<file path="src/rtl/safety_tcm_rd_slave_if.sv">
// safety_tcm_rd_slave_if: AXI4 read-only bundle (AR + R channels)
// master drives AR and rready; slave drives arready and R beats
interface safety_tcm_rd_slave_if;
  logic [31:0] araddr;
  logic [7:0]  arlen;
  logic [2:0]  arsize;
  logic [1:0]  arburst;
  logic        arvalid;
  logic        arready;
  logic [63:0] rdata;
  logic [1:0]  rresp;
  logic        rlast;
  logic        rvalid;
  logic        rready;

  modport master (
    output araddr,
    output arlen,
    output arsize,
    output arburst,
    output arvalid,
    output rready,
    input  arready,
    input  rdata,
    input  rresp,
    input  rlast,
    input  rvalid
  );

  modport slave (
    input  araddr,
    input  arlen,
    input  arsize,
    input  arburst,
    input  arvalid,
    input  rready,
    output arready,
    output rdata,
    output rresp,
    output rlast,
    output rvalid
  );
endinterface

</file>
<file path="src/rtl/safety_tcm_rd_slave.sv">
// safety_tcm_rd_slave: AXI4 read-only slave serving a 64-bit TCM SRAM
// Ports: clk_i/rst_n_i (sync, active-low), axi (AR/R slave),
//   sram_req_o/sram_addr_o/sram_rdata_i (1-cycle read SRAM),
//   err_cnt_o (saturating count of non-OKAY beats returned)
module safety_tcm_rd_slave #(
  parameter logic [31:0] BASE_ADDR     = 32'h0000_0000,
  parameter int          DEPTH_WORDS   = 4096,
  parameter int          AR_FIFO_DEPTH = 2,
  localparam int         AW = $clog2(DEPTH_WORDS)
) (
  input  logic                 clk_i,
  input  logic                 rst_n_i,
  safety_tcm_rd_slave_if.slave axi,
  output logic                 sram_req_o,
  output logic [AW-1:0]        sram_addr_o,
  input  logic [63:0]          sram_rdata_i,
  output logic [15:0]          err_cnt_o
);

  localparam int PW =
    (AR_FIFO_DEPTH > 1) ? $clog2(AR_FIFO_DEPTH) : 1;
  localparam int CW = $clog2(AR_FIFO_DEPTH + 1);
  localparam logic [28:0] BASE_W = BASE_ADDR[31:3];
  localparam logic [29:0] DEPTH_W = 30'(DEPTH_WORDS);

  typedef struct packed {
    logic [28:0] wa;
    logic [7:0]  len;
    logic [2:0]  size;
    logic [1:0]  burst;
  } ar_t;

  typedef struct packed {
    logic       vld;
    logic [1:0] resp;
    logic       last;
  } tag_t;

  typedef struct packed {
    logic [63:0] data;
    logic [1:0]  resp;
    logic        last;
  } r_t;

  typedef enum logic {
    S_IDLE,
    S_ACTIVE
  } state_t;

  // byte offset within a word is ignored
  logic unused_lo;
  assign unused_lo = ^axi.araddr[2:0];

  // ---------------- AR queue ----------------
  ar_t           fifo_q [AR_FIFO_DEPTH];
  logic [PW-1:0] wr_ptr_q;
  logic [PW-1:0] rd_ptr_q;
  logic [CW-1:0] cnt_q;
  logic          ar_push;
  logic          ar_pop;
  logic          fifo_ne;
  ar_t           head;

  function automatic logic [PW-1:0] ptr_inc(
    input logic [PW-1:0] p
  );
    return (p == PW'(AR_FIFO_DEPTH - 1)) ?
      '0 : p + PW'(1);
  endfunction

  assign axi.arready = (cnt_q != CW'(AR_FIFO_DEPTH));
  assign ar_push     = axi.arvalid & axi.arready;
  assign fifo_ne     = (cnt_q != '0);
  assign head        = fifo_q[rd_ptr_q];

  always_ff @(posedge clk_i) begin
    if (ar_push) begin
      fifo_q[wr_ptr_q] <= '{
        wa:    axi.araddr[31:3],
        len:   axi.arlen,
        size:  axi.arsize,
        burst: axi.arburst
      };
    end
  end

  always_ff @(posedge clk_i) begin
    if (!rst_n_i) begin
      wr_ptr_q <= '0;
      rd_ptr_q <= '0;
      cnt_q    <= '0;
    end else begin
      if (ar_push) wr_ptr_q <= ptr_inc(wr_ptr_q);
      if (ar_pop)  rd_ptr_q <= ptr_inc(rd_ptr_q);
      cnt_q <= cnt_q + CW'(ar_push) - CW'(ar_pop);
    end
  end

  function automatic logic slv_chk(input ar_t a);
    logic bad_wrap;
    bad_wrap = (a.burst == 2'b10) &&
      !(a.len inside {8'd1, 8'd3, 8'd7, 8'd15});
    return (a.size != 3'd3) | bad_wrap;
  endfunction

  // ---------------- burst engine ----------------
  state_t      state_q;
  state_t      state_d;
  logic [28:0] wa_q;
  logic [7:0]  len_q;
  logic [7:0]  beat_q;
  logic [1:0]  burst_q;
  logic        slv_q;

  logic        idle;
  logic [28:0] cur_wa;
  logic [7:0]  cur_len;
  logic [7:0]  cur_beat;
  logic [1:0]  cur_burst;
  logic        cur_slv;
  logic        have_beat;
  logic        credit_ok;
  logic        issue;
  logic        is_last;
  logic        ld_head;
  logic        adv;
  logic [28:0] nwa;
  logic [28:0] mask;
  logic [28:0] woff;
  logic        in_rng;
  logic [1:0]  beat_resp;
  logic        r_hs;
  logic [1:0]  cred_q;

  // in IDLE the queue head is served directly so beat 0
  // leaves the same cycle it is popped
  assign idle      = (state_q == S_IDLE);
  assign cur_wa    = idle ? head.wa    : wa_q;
  assign cur_len   = idle ? head.len   : len_q;
  assign cur_burst = idle ? head.burst : burst_q;
  assign cur_slv   = idle ? slv_chk(head) : slv_q;
  assign cur_beat  = idle ? 8'd0 : beat_q;

  assign have_beat = !idle | fifo_ne;
  assign credit_ok = (cred_q != 2'd0) | r_hs;
  assign issue     = have_beat & credit_ok;
  assign is_last   = (cur_beat == cur_len);

  assign mask = {21'd0, cur_len};

  always_comb begin
    nwa = cur_wa + 29'd1;
    unique case (1'b1)
      (cur_burst == 2'b00): nwa = cur_wa;
      (cur_burst == 2'b10):
        nwa = (cur_wa & ~mask) |
              ((cur_wa + 29'd1) & mask);
      default: nwa = cur_wa + 29'd1;
    endcase
  end

  assign woff   = cur_wa - BASE_W;
  assign in_rng = (cur_wa >= BASE_W) &&
                  ({1'b0, woff} < DEPTH_W);

  always_comb begin
    beat_resp = 2'b00;
    unique case (1'b1)
      cur_slv: beat_resp = 2'b10;
      !in_rng: beat_resp = 2'b11;
      default: beat_resp = 2'b00;
    endcase
  end

  assign sram_req_o  = issue & (beat_resp == 2'b00);
  assign sram_addr_o = sram_req_o ? woff[AW-1:0] : '0;

  always_ff @(posedge clk_i) begin
    if (!rst_n_i) state_q <= S_IDLE;
    else          state_q <= state_d;
  end

  always_comb begin
    state_d = state_q;
    unique case (state_q)
      S_IDLE: begin
        if (fifo_ne)
          state_d = (issue && is_last) ?
            S_IDLE : S_ACTIVE;
      end
      S_ACTIVE: begin
        if (issue && is_last)
          state_d = fifo_ne ? S_ACTIVE : S_IDLE;
      end
      default: state_d = S_IDLE;
    endcase
  end

  always_comb begin
    ar_pop  = 1'b0;
    ld_head = 1'b0;
    adv     = 1'b0;
    unique case (state_q)
      S_IDLE: begin
        ar_pop  = fifo_ne;
        ld_head = fifo_ne;
        adv     = issue;
      end
      S_ACTIVE: begin
        if (issue && is_last) begin
          ar_pop  = fifo_ne;
          ld_head = fifo_ne;
        end else begin
          adv = issue;
        end
      end
      default: ;
    endcase
  end

  always_ff @(posedge clk_i) begin
    if (!rst_n_i) begin
      wa_q    <= '0;
      len_q   <= '0;
      beat_q  <= '0;
      burst_q <= '0;
      slv_q   <= 1'b0;
    end else if (ld_head) begin
      wa_q    <= adv ? nwa : head.wa;
      len_q   <= head.len;
      burst_q <= head.burst;
      slv_q   <= slv_chk(head);
      beat_q  <= adv ? 8'd1 : 8'd0;
    end else if (adv) begin
      wa_q   <= nwa;
      beat_q <= beat_q + 8'd1;
    end
  end

  // ---------------- SRAM return stage ----------------
  tag_t p1_q;

  always_ff @(posedge clk_i) begin
    if (!rst_n_i) begin
      p1_q <= '0;
    end else begin
      p1_q <= '{
        vld:  issue,
        resp: beat_resp,
        last: is_last
      };
    end
  end

  // ---------------- R buffer + credits ----------------
  // credits + in-flight tag + buffered beats always sum to 2
  r_t         rbuf_q [2];
  logic       rb_wr_q;
  logic       rb_rd_q;
  logic [1:0] rb_cnt_q;
  r_t         rb_head;

  assign rb_head    = rbuf_q[rb_rd_q];
  assign axi.rvalid = (rb_cnt_q != 2'd0);
  assign axi.rdata  = axi.rvalid ? rb_head.data : '0;
  assign axi.rresp  = axi.rvalid ? rb_head.resp : '0;
  assign axi.rlast  = axi.rvalid & rb_head.last;
  assign r_hs       = axi.rvalid & axi.rready;

  always_ff @(posedge clk_i) begin
    if (p1_q.vld) begin
      rbuf_q[rb_wr_q] <= '{
        data: (p1_q.resp == 2'b00) ?
          sram_rdata_i : 64'd0,
        resp: p1_q.resp,
        last: p1_q.last
      };
    end
  end

  always_ff @(posedge clk_i) begin
    if (!rst_n_i) begin
      rb_wr_q  <= 1'b0;
      rb_rd_q  <= 1'b0;
      rb_cnt_q <= 2'd0;
      cred_q   <= 2'd2;
    end else begin
      if (p1_q.vld) rb_wr_q <= ~rb_wr_q;
      if (r_hs)     rb_rd_q <= ~rb_rd_q;
      rb_cnt_q <= rb_cnt_q + 2'(p1_q.vld) - 2'(r_hs);
      cred_q   <= cred_q - 2'(issue) + 2'(r_hs);
    end
  end

  // ---------------- error counter ----------------
  always_ff @(posedge clk_i) begin
    if (!rst_n_i) begin
      err_cnt_o <= '0;
    end else if (r_hs && (axi.rresp != 2'b00) &&
                 (err_cnt_o != 16'hFFFF)) begin
      err_cnt_o <= err_cnt_o + 16'd1;
    end
  end

endmodule

</file>
<file path="src/flat_wrapper.sv">
// flat-port wrapper written by rule: the top's interface ports become plain ports
module safety_tcm_rd_slave_flat 
#(
  parameter logic [31:0] BASE_ADDR     = 32'h0000_0000,
  parameter int          DEPTH_WORDS   = 4096,
  parameter int          AR_FIFO_DEPTH = 2,
  localparam int         AW = $clog2(DEPTH_WORDS)
)
  (clk_i, rst_n_i, sram_req_o, sram_addr_o, sram_rdata_i, err_cnt_o, axi_araddr, axi_arlen, axi_arsize, axi_arburst, axi_arvalid, axi_rready, axi_arready, axi_rdata, axi_rresp, axi_rlast, axi_rvalid);
  safety_tcm_rd_slave_if axi_i ();
  input  logic clk_i;
  input  logic rst_n_i;
  output logic sram_req_o;
  output logic [AW-1:0] sram_addr_o;
  input  logic [63:0] sram_rdata_i;
  output logic [15:0] err_cnt_o;
  input wire logic [$bits(axi_i.araddr)-1:0] axi_araddr;
  input wire logic [$bits(axi_i.arlen)-1:0] axi_arlen;
  input wire logic [$bits(axi_i.arsize)-1:0] axi_arsize;
  input wire logic [$bits(axi_i.arburst)-1:0] axi_arburst;
  input wire logic [$bits(axi_i.arvalid)-1:0] axi_arvalid;
  input wire logic [$bits(axi_i.rready)-1:0] axi_rready;
  output wire logic [$bits(axi_i.arready)-1:0] axi_arready;
  output wire logic [$bits(axi_i.rdata)-1:0] axi_rdata;
  output wire logic [$bits(axi_i.rresp)-1:0] axi_rresp;
  output wire logic [$bits(axi_i.rlast)-1:0] axi_rlast;
  output wire logic [$bits(axi_i.rvalid)-1:0] axi_rvalid;
  assign axi_i.araddr = axi_araddr;
  assign axi_i.arlen = axi_arlen;
  assign axi_i.arsize = axi_arsize;
  assign axi_i.arburst = axi_arburst;
  assign axi_i.arvalid = axi_arvalid;
  assign axi_i.rready = axi_rready;
  assign axi_arready = axi_i.arready;
  assign axi_rdata = axi_i.rdata;
  assign axi_rresp = axi_i.rresp;
  assign axi_rlast = axi_i.rlast;
  assign axi_rvalid = axi_i.rvalid;
  safety_tcm_rd_slave #(.BASE_ADDR(BASE_ADDR), .DEPTH_WORDS(DEPTH_WORDS), .AR_FIFO_DEPTH(AR_FIFO_DEPTH)) u_core (.clk_i(clk_i), .rst_n_i(rst_n_i), .axi(axi_i), .sram_req_o(sram_req_o), .sram_addr_o(sram_addr_o), .sram_rdata_i(sram_rdata_i), .err_cnt_o(err_cnt_o));
endmodule
</file>
<file path="config.mk">
export PLATFORM = sky130hd
export DESIGN_NAME = safety_tcm_rd_slave_flat
export DESIGN_NICKNAME = d
export VERILOG_FILES = /design/src/rtl/safety_tcm_rd_slave_if.sv /design/src/rtl/safety_tcm_rd_slave.sv /design/src/flat_wrapper.sv
export SDC_FILE = /design/constraint.sdc
export NUM_CORES = 1
export LEC_CHECK = 0
export CAP_MARGIN = 5
export CORE_ASPECT_RATIO = 0.7
export CORE_UTILIZATION = 45
export CTS_CLUSTER_SIZE = 24
export DETAILED_ROUTE_END_ITERATION = 10
export GPL_ROUTABILITY_DRIVEN = 0
export PLACE_DENSITY = 0.78
export REMOVE_ABC_BUFFERS = 1
export SETUP_SLACK_MARGIN = 0.2
export SLEW_MARGIN = 20
export SYNTH_ARGS = -nofsm -noshare
export SYNTH_HDL_FRONTEND = slang
export SYNTH_SLANG_ARGS = --single-unit
</file>
<file path="constraint.sdc">
create_clock -name clk_i -period 5.1 [get_ports clk_i]
set_clock_uncertainty 0.05 [all_clocks]
set_input_delay 0.51 -clock clk_i [delete_from_list [all_inputs] [get_ports clk_i]]
set_output_delay 0.51 -clock clk_i [all_outputs]
set_load 0.01 [all_outputs]
</file>
Word-level counts from Yosys, hierarchy flattened
Memory sizes are Yosys's and may differ from the RTL's. A register that Yosys moved wholly into a read port is not among the register bits.
Index checks and enable logic that the tools add are counted.
{"block": "classes", "muxes": 36, "n_bitwise": 15, "reduce_logical": 16, "eq_ne": 10, "add_sub_neg": 11, "n_lt_le_gt_ge": 2}
{"op": "$mux W64", "count": 2}
{"op": "$mux W29", "count": 4}
{"op": "$pmux W29 S2", "count": 1}
{"op": "$mux W8", "count": 4}
{"op": "$add A29 B1 Y29 const B", "count": 1}
{"op": "$and A29 B29 Y29", "count": 1}
{"op": "$and A29 B8 Y29", "count": 1}
{"op": "$ge A29 B1 Y1 const B", "count": 1}
{"op": "$lt A29 B13 Y1 const B", "count": 1}
{"op": "$not A8 Y29", "count": 1}
{"op": "$or A29 B29 Y29", "count": 1}
{"op": "$mux W1", "count": 18}
{"op": "$add A16 B1 Y16 const B", "count": 1}
{"op": "$ne A16 B16 Y1 const B", "count": 1}
{"op": "$mux W12", "count": 1}
{"op": "$reduce_bool A2 Y1", "count": 5}
{"op": "$add A8 B1 Y8 const B", "count": 1}
{"op": "$eq A8 B1 Y1 const B", "count": 1}
{"op": "$eq A8 B2 Y1 const B", "count": 1}
{"op": "$eq A8 B3 Y1 const B", "count": 1}
{"op": "$eq A8 B4 Y1 const B", "count": 1}
{"op": "$eq A8 B8 Y1", "count": 1}
{"op": "$add A2 B1 Y2", "count": 3}
{"op": "$logic_not A2 Y1", "count": 3}
{"op": "14 further kinds", "count": 34}
{"block": "word_totals", "memories": 2, "output_inout_bits": 98, "reg_bits": 79, "ramBits": 218}
{"memory": "u_core.rbuf_q", "words": 2, "width": 67, "rd": 1, "rd_ports_with_merged_regs": 1, "wr": 1, "line": "safety_tcm_rd_slave.sv:257", "source": "r_t rbuf_q [2];"}
{"memory": "u_core.fifo_q", "words": 2, "width": 42, "rd": 1, "rd_ports_with_merged_regs": 1, "wr": 1, "line": "safety_tcm_rd_slave.sv:55", "source": "ar_t fifo_q [AR_FIFO_DEPTH];"}

Longest topological paths before layout
Gate-level depths: netlist (run 1).
{"block": "logic_depth", "ltp_word": 10, "depth_mapped": 13, "depth_no_buf": 10}

Worst setup path before layout (run 1)
OpenSTA, ideal clock, no wires.
{"block": "synth_path", "path_type": "reg-to-reg", "start": "register u_core.p1_q[3] (netlist bit)", "end": "memory u_core.rbuf_q[0][0] (netlist bit) (enable)", "t_arrival_ns": 3.211, "stages_incl_launch_ff": 3, "synth_period_minus_slack_ns": 3.755, "setup_slack_ns": 1.345, "path_cell_list": "dfxtp_1 -> inv_1 -> nor2_1"}
{"block": "synth_between", "elab_chain_len": 2}
{"element": "from (decl)", "line": "safety_tcm_rd_slave.sv:241", "source": "tag_t p1_q;"}
{"element": "from (signal assigned)", "line": "safety_tcm_rd_slave.sv:247", "source": "p1_q <= '{"}
{"element": "$mux W1", "line": "safety_tcm_rd_slave.sv:271", "source": "if (p1_q.vld) begin"}
{"element": "$mux W1", "line": "safety_tcm_rd_slave.sv:273", "source": "data: (p1_q.resp == 2'b00) ?"}
{"element": "to (decl)", "line": "safety_tcm_rd_slave.sv:257"}
No other way between the ends.

==> results of run 1 <==
==> cells in the mapped netlist (4+ instances only) <==
cell type,count,area share
a211oi_2,7,0.0066
a21oi_1,16,0.0061
a22oi_1,24,0.014
and2_1,72,0.034
and3_1,6,0.0028
buf_1,7,0.0020
buf_2,8,0.0030
buf_4,4,0.0023
buf_6,8,0.0068
clkbuf_1,25,0.0071
dfxtp_1,81,0.12
edfxtp_1,218,0.49
ha_1,8,0.0076
inv_1,22,0.0062
mux2_1,11,0.0094
mux2_2,21,0.018
mux2_4,4,0.0045
mux2i_1,109,0.082
nand2_1,29,0.0082
nand3_1,7,0.0026
nand4_1,15,0.0071
nor2_1,146,0.041
nor3_1,13,0.0049
nor3_2,6,0.0045
o21ai_0,25,0.0095
o21ai_1,11,0.0042
o221ai_1,4,0.0026
or3_1,11,0.0052
xnor2_1,28,0.019
xor2_1,32,0.021
==> state kept, by name, indices dropped and copies added, names as in the netlist, named ones only <==
register / count
u_core.rbuf_q: 134
u_core.fifo_q: 84
u_core.wa_q: 29
u_core.err_cnt_o: 16
u_core.beat_q: 8
u_core.len_q: 8
u_core.p1_q: 4
u_core.burst_q: 2
u_core.cnt_q: 2
u_core.cred_q: 2
u_core.rb_cnt_q: 2
u_core.rb_rd_q: 1
u_core.rb_wr_q: 1
u_core.rd_ptr_q: 1
u_core.slv_q: 1
u_core.state_q: 1
u_core.wr_ptr_q: 1
==> through the flow <==
stage / cell area, µm² / std cells / utilization
final: 16800 / 1638 / 0.581
after global routing: 16800 / 1638 / 0.581
after CTS: 16800 / 1636 / 0.580
after detailed placement: 15600 / 1580 / 0.541
after global placement: 15600 / 1580 / 0.541
after floorplan: 12900 / 984 / -
==> cell usage in the layout, fill, tap and decap left out, types with 4 or more instances in the layout <==
master	instances
o21ai_1	11
clkinvlp_4	4
mux2_1	11
nor2_4	4
mux2i_1	109
mux2_2	21
a22oi_1	24
xnor2_1	28
ha_1	8
clkbuf_16	31
and2_1	71
clkinv_2	4
nand4_1	15
or3_1	11
and3_1	5
a211oi_2	7
nand2_1	29
mux2_4	4
bufinv_16	8
edfxtp_1	218
nor3_2	7
clkdlybuf4s50_1	207
buf_4	11
o221ai_1	4
nor2_1	142
dfxtp_1	78
nor3_1	12
o21ai_0	25
nand3_1	7
a21oi_1	16
inv_1	22
xor2_1	32
==> path summary, 6_finish.rpt <==
kind / from / endpoint / slack [ns] / cells past startpoint
max: register / sram_addr_o[0] / 0.54 / 9
min: u_core.p1_q[0]$_SDFF_PN0_ / u_core.rbuf_q[0][0]$_DFFE_PP_ / 0.38 / 0
min reg2reg: u_core.p1_q[0]$_SDFF_PN0_ / u_core.rbuf_q[0][0]$_DFFE_PP_ / 0.38 / 0
max reg2reg: u_core.state_q$_SDFF_PN0_ / u_core.wa_q[15]$_SDFFE_PN0P_ / 1.24 / 8
==> routing by layer <==
metal  vias to the layer above  track usage  part of all wire
li1                       4162            -                 -
met1                      4214        0.269              0.46
met2                       268        0.294              0.46
met3                        38       0.0322             0.065
met4                         0       0.0434             0.020
met5                         -            0                 0
==> cell type report <==
class / count / area [µm²] / share of cell area
antenna: 2 / 5.00 / 0.000298
tap: 378 / 473 / 0.0282
clock buffer: 35 / 801 / 0.0477
clock inverter: 21 / 337 / 0.0201
timing repair buffer: 218 / 2150 / 0.128
inverter: 24 / 90.1 / 0.00537
multi-input combinational: 661 / 4730 / 0.282
sequential: 299 / 8180 / 0.488
==> cell families (layout without fill, tap and decap cells) <==
logic type / after synthesis / count (layout)
AND/OR/NAND/NOR: 335 / 335
flip-flops: 299 / 299
multiplexers: 148 / 148
AO/OA/AOI/OAI: 109 / 109
buffers and inverters: 76 / 298
XOR/XNOR: 60 / 60
adder cells (fa/ha/maj): 9 / 9
other: 0 / 2
==> critical path: stages, from the launching register on <==
cell,delay [ns]
dfxtp_4,0.62
buf_4,0.37
nor4b_1,0.33
a32oi_1,0.11
nor3_1,0.28
o21ai_1,0.15
mux2_1,0.34
or3_4,0.48
nor2_1,0.16
clkdlybuf4s50_1,0.57
==> power by group through the flow <==
stage	clock network, mW	registers (mW)	logic [mW]
final	2.49	2.99	1.61
after global routing	2.63	3.01	1.76
after CTS	2.53	2.99	1.62
after detailed placement	0	3.04	1.62
after global placement	0	3.02	1.59
after floorplan	0	3.08	0.920
==> summary.txt, run 1 <==
Detailed routing
  – Residual DRC: 18
  – Avg Vias per Cell: 5.30
  – Detailed Route Iter0 Violations: about 640
  – Detailed Route WL: between 20 and 30 mm
  – Routed vias: 8682
  – Detail Route Antenna Nets: 0
  – Pre-Repair DR Iteration Count: 8
  – Wire per inst: between 15 and 20 µm

Die
  – Die Ht: about 150 µm
  – Die area: ~30000 µm²
  – Core Area: between 20000 and 30000 µm²
  – DIE WIDTH: about 210 µm
  – Initial Util: 0.458
  – Row Count: 52
  – # IOs: roughly 210

Synthesis
  – Post-Synth Adder-Cell Area: 0.00832
  – Simple-gate share of the synthesized area: 0.133
  – Largest family of logic cells by synthesized area: simple AND/OR/NAND/NOR gates
  – XOR/XNOR share of the synthesized area: 0.0397
  – FF+latch count, synth: about 300
  – EDFF count, synth: ~220
  – Multiplexer share of the synthesized area: 0.117
  – Seq/Total Area, Yosys: 0.617
  – Fraction of registers with async set/reset: 0
  – Avg Synthesized Cell Area: 12.8 µm²
  – Area of the mapped netlist: about 13000 µm²
  – Ys Warns: 0
  – Synth cell types: between 60 and 70
  – Synthesized netlist cell count: around 1000
  – Top_reg_cell synth: edfxtp_1
  – Post-synthesis compound-gate area fraction: 0.0565

Timing
  – Crit share post-route: 0.894
  – Hold Slack: 0.382 ns
  – Slew Limit Fails: 0
  – Tmin final: roughly 4.6 ns
  – Setup TNS Final: 0 ns
  – RSZ-0062 raised after global routing: false
  – Worst rel slew slack: 0.296
  – Fin worst setup slack: ~0.54 ns
  – Final hold vios: 0
  – FMAX: approximately 220 MHz
  – Worst Tran Pin Value: about 1.1 ns
  – Final setup viols: 0

CTS
  – Clock buffer depth: 3
  – Clock transition at path regs: roughly 0.07 ns
  – H-Tree Depth: 1
  – Postcts setup bufs: 0
  – CTS Buf Count: 30
  – Hold-fix buffers, CTS: 0
  – CTS tree: yes
  – Clock Latency Late Sink: approximately 0.56 ns
  – CTS resizes: 0
  – Clock sink total: roughly 300
  – CTS Root Cell: clkbuf_16

Pwr
  – P_int: 5.15 mW
  – Combinational fraction of design power: 0.227
  – PD cells: between 400 and 500 nW/µm²
  – Sw frac: 0.274
  – NetSw: 1.94 mW
  – Worst-case vdd ir drop: 245 µV
  – Leak: about 5.7 nW
  – Total power: 7.09 mW
  – Sequential power share: 0.421
  – Clock power frac: 0.351

Worst setup path
  – WP data required: around 4.5 ns
  – CP Launch Type: register
  – Critical path class: register to output port
  – Critical Path Fanout Max: 26
  – Crit. End Element: output port
  – Critical Path AT: roughly 4.0 ns

Cells and area
  – Area growth syn-to-layout: 26.8%
  – Nets: around 1400
  – Filler cells: between 2000 and 2500
  – Share of cells above drive strength 1: 0.104

Run
  – MaxCap Viol Count: 0

GRT
  – Initial antenna violation count: 2
  – GR Overflow Total: 0
  – Gr usage total: 0.187
  – Global-route wire length before repair: between 40 and 50 mm
  – Vias in the first global route: around 8300
  – Largest net degree at the start of global routing: 70

Run status
  – Failing checks: DRC
  – Status: finished, violations left

Hold path
  – Hold WC Path Type: register to register

Place
  – PortBufs: around 210
  – Hpwl dp: roughly 19 mm
  – Setup WS pre-CTS: between 0.8 and 0.9 ns
Power figures use the tool's default switching activity.
==> run 2: changes to the inputs <==
--- a/config.mk
+++ b/config.mk
@@ -8,9 +8,11 @@
 export CAP_MARGIN = 5
 export CORE_ASPECT_RATIO = 0.7
 export CORE_UTILIZATION = 45
+export CTS_BUF_LIST = sky130_fd_sc_hd__clkbuf_16
 export CTS_CLUSTER_SIZE = 24
 export DETAILED_ROUTE_END_ITERATION = 10
 export GPL_ROUTABILITY_DRIVEN = 0
+export MAX_ROUTING_LAYER = met4
 export PLACE_DENSITY = 0.78
 export REMOVE_ABC_BUFFERS = 1
 export SETUP_SLACK_MARGIN = 0.2
==> summary.txt, run 2 (synthesized netlist as in run 1, its figures left out) <==
Pwr
  – Worst-case vdd ir drop: 245 µV (about the same)
  – Leak: 5.68 nW (+0.12%)
  – PD cells: 421 nW/µm² (-0.30%)

CTS
  – Clock transition at path regs: 0.07 ns (about the same)
  – Clock Latency Late Sink: 0.56 ns (about the same)
  – Clock sink total: 299 (unchanged)
  – CTS Root Cell: clkbuf_16
  – CTS tree: yes
  – Clock buffer depth: 3 (unchanged)
  – Postcts setup bufs: 0 (unchanged)
  – H-Tree Depth: 1 (unchanged)
  – CTS Buf Count: 30 (unchanged)

GRT
  – Initial antenna violation count: 2 (unchanged)
  – Largest net degree at the start of global routing: 70 (unchanged)
  – Global-route wire length before repair: 44.5 mm (about the same)
  – Vias in the first global route: 8336 (+0.084%)
  – Gr usage total: 0.193 (+0.00606)
  – GR Overflow Total: 0 (unchanged)

Worst setup path
  – Crit. End Element: output port
  – Max incr delay on CP: 0.62 ns (about the same)
  – Critical path class: register to output port
  – CP Launch Type: register
  – Crit path cell chain: buf_4, nor4b_1, a32oi_1, nor3_1, o21ai_1, mux2_1, or3_4, nor2_1, clkdlybuf4s50_1
  – WP data required: 4.54 ns (about the same)
  – Critical Path Fanout Max: 26 (unchanged)
  – Critical Path AT: 3.98 ns (-0.02 ns)
  – Slowest CP cell: dfxtp_4

Cells and area
  – Nets: 1355 (unchanged)
  – Share of cells above drive strength 1: 0.103 (-0.000795)
  – Most common cell after layout, fill and taps aside: edfxtp_1
  – Non-Filler Instances: 1638 (unchanged)
  – Largest register by flop count: u_core.rbuf_q
  – Largest regs: u_core.rbuf_q (134), u_core.fifo_q (84), u_core.wa_q (29)
  – Most frequent cells in the layout: edfxtp_1, clkdlybuf4s50_1, nor2_1
  – Area growth syn-to-layout: 26.7% (about the same)
  – Number of flip-flops in the largest register: 134 (unchanged)

Place
  – Hpwl dp: 18.9 mm (unchanged)
  – PortBufs: 207 (unchanged)
  – Placed cells: 1580 (unchanged)

Die
  – Initial Util: 0.458 (unchanged)
  – # IOs: 211 (unchanged)
  – Row Count: 52 (unchanged)
  – Die Ht: 145 µm (unchanged)
  – Core Area: 28900 µm² (unchanged)
  – DIE WIDTH: 207 µm (unchanged)
  – Die area: 30100 µm² (unchanged)

Run status
  – Status: finished, violations left
  – Failing checks: DRC

Detailed routing
  – Detailed Route Iter0 Violations: 611 (-4.7%)
  – Wire per inst: 17.4 µm (-0.27%)
  – Residual DRC: 18 (unchanged)
  – Detailed Route WL: 28.6 mm (-0.27%)
  – Pre-Repair DR Iteration Count: 8 (unchanged)
  – Routed vias: 8662 (-0.23%)
  – Avg Vias per Cell: 5.29 (-0.23%)
  – Detail Route Antenna Nets: 0 (unchanged)

Timing
  – FMAX: 220 MHz (+0.28%)
  – Final setup viols: 0 (unchanged)
  – Slew Limit Fails: 0 (unchanged)
  – Crit share post-route: 0.891 (-0.00247)
  – Setup TNS Final: 0 ns (unchanged)
  – Worst rel slew slack: 0.293 (-0.00329)
  – RSZ-0062 raised after global routing: false
  – Hold Slack: 0.382 ns (-0.000345 ns)
  – Worst Tran Pin Value: 1.06 ns (+0.00493 ns)
  – Final hold vios: 0 (unchanged)
  – Tmin final: 4.54 ns (-0.0126 ns)

Run
  – MaxCap Viol Count: 0 (unchanged)

Hold path
  – Hold WC Path Type: register to register
==> run 2: timing repair <==
action                     in CTS  in global routing
resized for setup               0                  1
setup endpoints to repair       0                 12
hold buffers                    0                  0
==> run 2: final timing paths <==
check,from,end,slack [ns],cells past startpoint
min reg2reg,u_core.p1_q[0]$_SDFF_PN0_,u_core.rbuf_q[1][0]$_DFFE_PP_,0.38,0
max,register,sram_addr_o[0],0.56,9
min,u_core.p1_q[0]$_SDFF_PN0_,u_core.rbuf_q[1][0]$_DFFE_PP_,0.38,0
max reg2reg,u_core.state_q$_SDFF_PN0_,u_core.wa_q[15]$_SDFFE_PN0P_,1.28,8
==> run 2: layer usage <==
layer | share of wire | up-vias | global-route usage | wire length [µm]
li1 | - | 4162 | - | -
met1 | 0.45 | 4208 | 0.271 | 12900
met2 | 0.46 | 243 | 0.294 | 13200
met3 | 0.065 | 49 | 0.0311 | 1870
met4 | 0.021 | 0 | 0.0434 | 599
met5 | 0 | - | - | 0
==> run 2: worst max-delay path: cells and delay by family (launching register included) <==
kind | cells | cell delay [ns]
AO/OA/AOI/OAI | 2 | 0.26
multiplexers | 1 | 0.34
buffers and inverters | 2 | 0.93
AND/OR/NAND/NOR | 4 | 1.24
flip-flops | 1 | 0.62
==> run 2: final cells by class <==
cell class                 count  area (µm²)
clock inverter                25         352
clock buffer                  31         776
sequential                   299        8180
inverter                      24        90.1
antenna                        2        5.00
fill                        2308       12100
timing repair buffer         218        2150
tap                          378         473
multi-input combinational    661        4730
==> run 2: where the power goes <==
part	internal, mW	switching, mW
logic	0.754	0.854
clock network	1.52	0.948
registers	2.85	0.133
==> run 2: metrics by stage <==
step	total power, mW	setup WS [ns]	area (µm²)	util
floorplan	4.00	0.653	12900	-
global placement	4.62	1.04	15600	0.541
detailed placement	4.65	0.862	15600	0.541
CTS	7.12	0.236	16700	0.580
global route	7.38	0.391	16800	0.580
finish	7.06	0.556	16800	0.580
